## src/rtl/fb_arb_pkg.sv

```systemverilog
// Shared types and constants for the frame-buffer write arbiter.
// Optional build macro: FB_CLEAR_ON_RESET_EN (see fb_write_arbiter).
package fb_arb_pkg;

  localparam int ADDR_W_DEF = 19;
  localparam int DATA_W_DEF = 16;

  localparam logic [2:0] GS_PLAY = 3'b010;

  typedef enum logic {
    ARB   = 1'b0,
    CLEAR = 1'b1
  } state_e;

  typedef enum logic {
    REQ_BLUE = 1'b0,
    REQ_RED  = 1'b1
  } req_e;

endpackage

```

## src/rtl/fb_arb_if.sv

```systemverilog
// Bus bundle between the trail writers / game FSM and the
// frame-buffer write arbiter, plus the SRAM write port it drives.
interface fb_arb_if
  import fb_arb_pkg::*;
#(
  parameter int ADDR_W = ADDR_W_DEF,
  parameter int DATA_W = DATA_W_DEF
);

  logic [2:0]        Game_State;
  logic              vga_busy;
  logic              clear_start;

  logic              blue_req;
  logic [ADDR_W-1:0] blue_addr;
  logic [DATA_W-1:0] blue_data;
  logic              blue_gnt;

  logic              red_req;
  logic [ADDR_W-1:0] red_addr;
  logic [DATA_W-1:0] red_data;
  logic              red_gnt;

  logic              sram_we;
  logic [ADDR_W-1:0] sram_addr;
  logic [DATA_W-1:0] sram_wdata;

  logic              clear_busy;
  logic              clear_done;

  modport master (
    output Game_State,
    output vga_busy,
    output clear_start,
    output blue_req,
    output blue_addr,
    output blue_data,
    input  blue_gnt,
    output red_req,
    output red_addr,
    output red_data,
    input  red_gnt,
    input  sram_we,
    input  sram_addr,
    input  sram_wdata,
    input  clear_busy,
    input  clear_done
  );

  modport slave (
    input  Game_State,
    input  vga_busy,
    input  clear_start,
    input  blue_req,
    input  blue_addr,
    input  blue_data,
    output blue_gnt,
    input  red_req,
    input  red_addr,
    input  red_data,
    output red_gnt,
    output sram_we,
    output sram_addr,
    output sram_wdata,
    output clear_busy,
    output clear_done
  );

endinterface

```

## src/rtl/fb_write_arbiter_clear_counter.sv

```systemverilog
// Screen-clear address counter: stall, restart, last-word detect
// and the one-cycle done pulse after the final word.
module fb_clear_counter
  import fb_arb_pkg::*;
#(
  parameter int ADDR_W   = ADDR_W_DEF,
  parameter int FB_WORDS = 307200
) (
  input  logic              clk_i,
  input  logic              rst_ni,
  input  logic              restart_i,
  input  logic              step_i,
  output logic [ADDR_W-1:0] cnt_o,
  output logic              fin_o,
  output logic              done_o
);

  localparam logic [ADDR_W-1:0] LAST =
    ADDR_W'(FB_WORDS - 1);

  logic [ADDR_W-1:0] cnt_q, cnt_d;
  logic              fin_q, fin_d;
  logic              done_q, done_d;
  logic              at_last;

  assign at_last = (cnt_q == LAST);

  // fin marks the cycle in which the last word is on the bus
  always_comb begin
    cnt_d  = cnt_q;
    fin_d  = 1'b0;
    done_d = fin_q & ~restart_i;
    if (restart_i) begin
      cnt_d = '0;
    end else if (step_i) begin
      fin_d = at_last;
      if (!at_last) begin
        cnt_d = cnt_q + 1'b1;
      end
    end
  end

  always_ff @(posedge clk_i or negedge rst_ni) begin
    if (!rst_ni) begin
      cnt_q  <= '0;
      fin_q  <= 1'b0;
      done_q <= 1'b0;
    end else begin
      cnt_q  <= cnt_d;
      fin_q  <= fin_d;
      done_q <= done_d;
    end
  end

  assign cnt_o  = cnt_q;
  assign fin_o  = fin_q;
  assign done_o = done_q;

endmodule

```

## src/rtl/fb_write_arbiter.sv

```systemverilog
// Frame-buffer SRAM write-port arbiter: blue/red trails + clear.
// Build macro FB_CLEAR_ON_RESET_EN: start a clear on reset release.
module fb_write_arbiter
  import fb_arb_pkg::*;
#(
  parameter int                ADDR_W      = ADDR_W_DEF,
  parameter int                DATA_W      = DATA_W_DEF,
  parameter int                FB_WORDS    = 307200,
  parameter logic [DATA_W-1:0] CLEAR_VALUE = '0
) (
  input  logic    Clk,
  input  logic    Reset_n,
  fb_arb_if.slave bus
);

`ifdef FB_CLEAR_ON_RESET_EN
  localparam state_e ST_RST = CLEAR;
`else
  localparam state_e ST_RST = ARB;
`endif

  state_e            state_q, state_d;
  req_e              last_q, last_d;
  logic              we_q, we_d;
  logic [ADDR_W-1:0] addr_q, addr_d;
  logic [DATA_W-1:0] wdata_q, wdata_d;
  logic              bgnt_q, bgnt_d;
  logic              rgnt_q, rgnt_d;
  logic              busy_q, busy_d;

  logic [ADDR_W-1:0] clr_cnt;
  logic              clr_fin;
  logic              clr_done;
  logic              clr_step;

  logic bv, rv;
  logic grant_ok;
  logic pick_blue, pick_red;

  // a writer granted last cycle sits out one decision
  assign bv = bus.blue_req & ~bgnt_q;
  assign rv = bus.red_req  & ~rgnt_q;

  assign grant_ok = (bus.Game_State == GS_PLAY)
                  & ~bus.vga_busy
                  & ~bus.clear_start;

  assign pick_blue = grant_ok & bv
                   & (~rv | (last_q == REQ_RED));
  assign pick_red  = grant_ok & rv & ~pick_blue;

  assign clr_step = (state_q == CLEAR)
                  & ~bus.vga_busy
                  & ~clr_fin
                  & ~bus.clear_start;

  fb_clear_counter #(
    .ADDR_W   (ADDR_W),
    .FB_WORDS (FB_WORDS)
  ) u_clr (
    .clk_i     (Clk),
    .rst_ni    (Reset_n),
    .restart_i (bus.clear_start),
    .step_i    (clr_step),
    .cnt_o     (clr_cnt),
    .fin_o     (clr_fin),
    .done_o    (clr_done)
  );

  always_comb begin
    state_d = state_q;
    last_d  = last_q;
    we_d    = 1'b0;
    addr_d  = '0;
    wdata_d = '0;
    bgnt_d  = 1'b0;
    rgnt_d  = 1'b0;
    unique case (state_q)
      ARB: begin
        if (bus.clear_start) begin
          state_d = CLEAR;
        end
        unique case (1'b1)
          pick_blue: begin
            we_d    = 1'b1;
            bgnt_d  = 1'b1;
            last_d  = REQ_BLUE;
            addr_d  = bus.blue_addr;
            wdata_d = bus.blue_data;
          end
          pick_red: begin
            we_d    = 1'b1;
            rgnt_d  = 1'b1;
            last_d  = REQ_RED;
            addr_d  = bus.red_addr;
            wdata_d = bus.red_data;
          end
          default: ;
        endcase
      end
      CLEAR: begin
        if (!bus.clear_start && clr_fin) begin
          state_d = ARB;
        end else if (clr_step) begin
          we_d    = 1'b1;
          addr_d  = clr_cnt;
          wdata_d = CLEAR_VALUE;
        end
      end
    endcase
    busy_d = (state_d == CLEAR);
  end

  always_ff @(posedge Clk or negedge Reset_n) begin
    if (!Reset_n) begin
      state_q <= ST_RST;
      last_q  <= REQ_RED;
      we_q    <= 1'b0;
      addr_q  <= '0;
      wdata_q <= '0;
      bgnt_q  <= 1'b0;
      rgnt_q  <= 1'b0;
      busy_q  <= 1'b0;
    end else begin
      state_q <= state_d;
      last_q  <= last_d;
      we_q    <= we_d;
      addr_q  <= addr_d;
      wdata_q <= wdata_d;
      bgnt_q  <= bgnt_d;
      rgnt_q  <= rgnt_d;
      busy_q  <= busy_d;
    end
  end

  assign bus.sram_we    = we_q;
  assign bus.sram_addr  = addr_q;
  assign bus.sram_wdata = wdata_q;
  assign bus.blue_gnt   = bgnt_q;
  assign bus.red_gnt    = rgnt_q;
  assign bus.clear_busy = busy_q;
  assign bus.clear_done = clr_done;

endmodule

```

## src/flat_wrapper.sv

```systemverilog
// flat-port wrapper written by rule: the top's interface ports become plain ports
module fb_write_arbiter_flat import fb_arb_pkg::*;
#(
  parameter int                ADDR_W      = ADDR_W_DEF,
  parameter int                DATA_W      = DATA_W_DEF,
  parameter int                FB_WORDS    = 307200,
  parameter logic [DATA_W-1:0] CLEAR_VALUE = '0
)
  (Clk, Reset_n, bus_Game_State, bus_vga_busy, bus_clear_start, bus_blue_req, bus_blue_addr, bus_blue_data, bus_blue_gnt, bus_red_req, bus_red_addr, bus_red_data, bus_red_gnt, bus_sram_we, bus_sram_addr, bus_sram_wdata, bus_clear_busy, bus_clear_done);
  fb_arb_if #(.ADDR_W(ADDR_W), .DATA_W(DATA_W)) bus_i ();
  input  logic Clk;
  input  logic Reset_n;
  input wire logic [$bits(bus_i.Game_State)-1:0] bus_Game_State;
  input wire logic [$bits(bus_i.vga_busy)-1:0] bus_vga_busy;
  input wire logic [$bits(bus_i.clear_start)-1:0] bus_clear_start;
  input wire logic [$bits(bus_i.blue_req)-1:0] bus_blue_req;
  input wire logic [$bits(bus_i.blue_addr)-1:0] bus_blue_addr;
  input wire logic [$bits(bus_i.blue_data)-1:0] bus_blue_data;
  output wire logic [$bits(bus_i.blue_gnt)-1:0] bus_blue_gnt;
  input wire logic [$bits(bus_i.red_req)-1:0] bus_red_req;
  input wire logic [$bits(bus_i.red_addr)-1:0] bus_red_addr;
  input wire logic [$bits(bus_i.red_data)-1:0] bus_red_data;
  output wire logic [$bits(bus_i.red_gnt)-1:0] bus_red_gnt;
  output wire logic [$bits(bus_i.sram_we)-1:0] bus_sram_we;
  output wire logic [$bits(bus_i.sram_addr)-1:0] bus_sram_addr;
  output wire logic [$bits(bus_i.sram_wdata)-1:0] bus_sram_wdata;
  output wire logic [$bits(bus_i.clear_busy)-1:0] bus_clear_busy;
  output wire logic [$bits(bus_i.clear_done)-1:0] bus_clear_done;
  assign bus_i.Game_State = bus_Game_State;
  assign bus_i.vga_busy = bus_vga_busy;
  assign bus_i.clear_start = bus_clear_start;
  assign bus_i.blue_req = bus_blue_req;
  assign bus_i.blue_addr = bus_blue_addr;
  assign bus_i.blue_data = bus_blue_data;
  assign bus_blue_gnt = bus_i.blue_gnt;
  assign bus_i.red_req = bus_red_req;
  assign bus_i.red_addr = bus_red_addr;
  assign bus_i.red_data = bus_red_data;
  assign bus_red_gnt = bus_i.red_gnt;
  assign bus_sram_we = bus_i.sram_we;
  assign bus_sram_addr = bus_i.sram_addr;
  assign bus_sram_wdata = bus_i.sram_wdata;
  assign bus_clear_busy = bus_i.clear_busy;
  assign bus_clear_done = bus_i.clear_done;
  fb_write_arbiter #(.ADDR_W(ADDR_W), .DATA_W(DATA_W), .FB_WORDS(FB_WORDS), .CLEAR_VALUE(CLEAR_VALUE)) u_core (.Clk(Clk), .Reset_n(Reset_n), .bus(bus_i));
endmodule
```

## config.mk

```make
export PLATFORM = sky130hd
export DESIGN_NAME = fb_write_arbiter_flat
export DESIGN_NICKNAME = d
export VERILOG_FILES = /design/src/rtl/fb_arb_pkg.sv /design/src/rtl/fb_arb_if.sv /design/src/rtl/fb_write_arbiter_clear_counter.sv /design/src/rtl/fb_write_arbiter.sv /design/src/flat_wrapper.sv
export SDC_FILE = /design/constraint.sdc
export NUM_CORES = 1
export LEC_CHECK = 0
export CORE_MARGIN = 5
export CORE_UTILIZATION = 30
export CTS_CLUSTER_DIAMETER = 200
export CTS_CLUSTER_SIZE = 24
export DETAILED_ROUTE_END_ITERATION = 8
export PLACE_DENSITY = 0.71
export SYNTH_ARGS = -nofsm -noshare
export SYNTH_HDL_FRONTEND = slang
export SYNTH_SLANG_ARGS = --single-unit
export TNS_END_PERCENT = 1
```

## constraint.sdc

```tcl
create_clock -name Clk -period 2.9 [get_ports Clk]
set_clock_uncertainty 0.15 [all_clocks]
set_input_delay 0.58 -clock Clk [delete_from_list [all_inputs] [get_ports Clk]]
set_output_delay 0.58 -clock Clk [all_outputs]
set_load 0.02 [all_outputs]
```

==> key figures, run 1 <==
Floorplanning
  • CORE AREA: 0.00915 mm2
  • Top Ports: 119
  • Die Y: 107 um
  • Die area: 0.0114 mm2
  • Std-Cell Rows: 35
  • DIE WIDTH: 107 um
  • Starting Density: 30.6%

Global route
  • GRT met1 Usage: 18.2%
  • First-pass GRT wire length: 13.6 mm
  • Vias in the first global route: 2660
  • Most Used Layer, Global Route: met2
  • Gr ovfl total: 0
  • GRT Overall Usage: 15.0%
  • Largest net degree at the start of global routing: 37
  • Met3 global-route usage: 3.67%
  • Initial antenna violation count: 0
  • Met2 Track Usage GR: 26.1%

Final layout
  • Area Growth Syn to Fin: 54.6%
  • Fillers: 839
  • Share of layout cells above drive strength 1: 8.56%
  • N_diodes: 0
  • Most frequent cells in the layout: clkdlybuf4s50_1, dfrtp_1, nor2_1, a22oi_1, nand2_1
  • Cell area after layout: 0.00433 mm2
  • Nets: 472
  • Commonest non-fill, non-tap cell in the layout: clkdlybuf4s50_1

Drt
  • Residual DRC: 0
  • Drt pass-1 iters: 4
  • Avg Vias per Cell: 5.10
  • Routed WL per cell: 16.9 um
  • Iter 0 DRT Violations: 225
  • Total Wirelength: 8.58 mm
  • Antenna viol nets, final: 0
  • Detailed-route via count: 2590

Pwr
  • Reg power frac: 47.1%
  • Total internal power: 1430 uW
  • Pleak: 0.00168 uW
  • Sw frac: 21.6%
  • Tot Pwr: 1830 uW
  • Switch Pwr: 394 uW
  • Power density over cell area: 422 mW/mm2
  • Peak VDD IR: 0.239 mV
  • Gate power share: 9.8%
  • Clock power frac: 43.0%

Clocking
  • TritonCTS clock tree: yes
  • Clock Path Buffers: 2
  • Clk_lat worst skew: 340 ps
  • # resized after CTS: 0
  • Clock root buffer: clkbuf_8
  • CTS clk-pin slew, worst paths: 70 ps
  • Clock sink count: 61
  • Post-CTS Hold Fix Bufs: 0
  • CTS buffer count: 9
  • Setup Buffers After CTS: 0
  • H-tree depth: 3

STA
  • Fin crit period: 2470 ps
  • Unrepaired setup endpoints after global routing: false
  • Setup-failing EPs final: 0
  • Rel. slew slack: 58.5%
  • Setup TNS: 0 ps
  • Max-slew violations: 0
  • Fin worst setup slack: 435 ps
  • Fmax: 406 MHz
  • Worst slew pin tran: 622 ps
  • Final Hold Fails: 0
  • Crit share post-route: 85.0%

Synthesis
  • Area contributors post-synth: dfrtp_1, a22oi_1, nor2_1
  • Syn Nets: 353
  • Netlist cell types: 42
  • Flops & latches, synth: 61
  • Sequential cell area fraction in the yosys report: 54.5%
  • Syn Area/Cell: 10.3 um2
  • Mapped Area: 0.00280 mm2
  • Mapped Cells: 273
  • Yosys top cell by area: dfrtp_1
  • YS warnings: 0
  • Top cell type's share of synthesized area: 53.6%

Run
  • Max Cap Viol: 0

Worst hold path
  • Min-delay worst type: in2async

Setup path
  • Crit. End Element: flip-flop
  • Req. time, crit path: 2970 ps
  • WP data arrival: 2530 ps
  • Worst-path maximum fanout: 15
  • Crit start category: flip-flop
  • Setup CP Type: reg2reg

Placement
  • I/O Buffers: 118
  • DP Area: 0.00412 mm2
  • Post-Place Worst Slack: 279 ps
  • Gp weighted congestion: 0.829
  • Hpwl dp: 6.26 mm

Run status
  • Status: finished clean
logic make-up after synthesis:
logic type / synth area share [%]
adders and majority gates: 0.447
muxes: 0.893
xor gates and xnor gates: 3.44
DFF: 54.5
and+or+nand+nor: 17.4
AOI/OAI and AO/OA: 19.5
buffers and inverters: 3.75
final timing paths:
check,start,slack (ps),to,cells after the start
min,Reset_n,100,u_core.bus.sram_wdata[3]$_DFF_PN0_,1
min in group Clk,u_core.last_q$_DFFE_PN1P_,390,u_core.last_q$_DFFE_PN1P_,1
max reg2reg,u_core.u_clr.cnt_o[0]$_DFFE_PN0P_,430,u_core.u_clr.cnt_o[12]$_DFFE_PN0P_,6
max in group asynchronous,Reset_n,1810,u_core.last_q$_DFFE_PN1P_,2
min reg2reg,u_core.last_q$_DFFE_PN1P_,390,u_core.last_q$_DFFE_PN1P_,1
max,u_core.u_clr.cnt_o[0]$_DFFE_PN0P_,430,u_core.u_clr.cnt_o[12]$_DFFE_PN0P_,6
worst max-delay path: stages (launching register included):
cell and delay, ps:
dfrtp_1 430, ha_1 240, nand4_2 150, or3_1 560
o21ai_4 450, nor2_2 70, mux2_4 300
per-stage QoR:
| step | instances | hold slack [ps] | util (%) |
|---|---|---|---|
| 2_1_floorplan | 273 | 134 | - |
| 3_3_place_gp | 492 | 374 | 45.0 |
| 3_5_place_dp | 492 | 379 | 45.0 |
| 4_1_cts | 508 | 123 | 47.3 |
| 5_1_grt | 508 | 156 | 47.3 |
| 6_report | 508 | 101 | 47.3 |
cell type report:
type | count | area (um2) | share of cell area [%]
flip-flops and latches | 61 | 1530 | 35.3
clock buffers | 13 | 169 | 3.90
inverters | 4 | 15.0 | 0.347
multi-input cells | 191 | 1170 | 27.0
repair buffers | 125 | 1270 | 29.2
clock inverters | 3 | 42.5 | 0.982
well taps | 111 | 139 | 3.21
routing by layer:
metal	vias to the layer above	wire, um
met5	-	0
met4	0	112
met3	10	681
met2	83	4250
met1	1276	3530
li1	1221	-
registers in the layout, indices dropped and copies added, names as in the netlist:
name / cells
u_core.bus.blue_gnt: 1
u_core.bus.red_gnt: 1
u_core.bus.sram_addr: 19
u_core.bus.sram_wdata: 16
u_core.bus.sram_we: 1
u_core.last_q: 1
u_core.state_q: 1
u_core.u_clr.cnt_o: 19
u_core.u_clr.done_o: 1
u_core.u_clr.fin_o: 1
power by group through the flow:
stage / clock network (uW) / logic, uW / registers (uW)
2_1_floorplan: 0 / 34.3 / 878
3_3_place_gp: 0 / 180 / 877
3_5_place_dp: 0 / 182 / 877
4_1_cts: 803 / 182 / 861
5_1_grt: 843 / 193 / 861
6_report: 786 / 179 / 861
synthesized netlist by cell type:
cell type	instances
nor3b_4	1
and3_1	1
o21a_1	1
nand2b_1	2
nor3b_1	2
nor3_1	4
a211oi_4	1
o211ai_1	1
nand4_2	1
nand4_1	4
o21ai_0	19
buf_6	2
o2111ai_1	2
mux2_4	1
o21ai_1	3
nor4bb_1	1
xor2_1	11
clkbuf_1	6
and2_1	1
mux2i_1	1
buf_2	9
nor2_2	2
nand3_1	7
a21o_1	2
o22ai_1	2
dfstp_2	1
a21oi_1	6
dfrtp_1	60
nor2_1	36
and4_1	1
o21ai_4	1
or4_1	5
nor2b_1	3
nand2_1	23
o21ba_2	1
ha_1	1
or3b_2	1
or3_1	2
inv_1	4
a22oi_1	35
nor4_1	1
o31ai_1	5
Power figures use the tool's default switching activity.
==> run 2: changes to the inputs <==
--- a/config.mk
+++ b/config.mk
@@ -5,11 +5,13 @@
 export SDC_FILE = /design/constraint.sdc
 export NUM_CORES = 1
 export LEC_CHECK = 0
+export ABC_CLOCK_PERIOD_IN_PS = 2900
 export CORE_MARGIN = 5
 export CORE_UTILIZATION = 30
 export CTS_CLUSTER_DIAMETER = 200
 export CTS_CLUSTER_SIZE = 24
 export DETAILED_ROUTE_END_ITERATION = 8
+export GPL_ROUTABILITY_DRIVEN = 0
 export PLACE_DENSITY = 0.71
 export SYNTH_ARGS = -nofsm -noshare
 export SYNTH_HDL_FRONTEND = slang
==> results of run 2 <==
The final DEF is identical to that of run 1; final timing and power are the same.
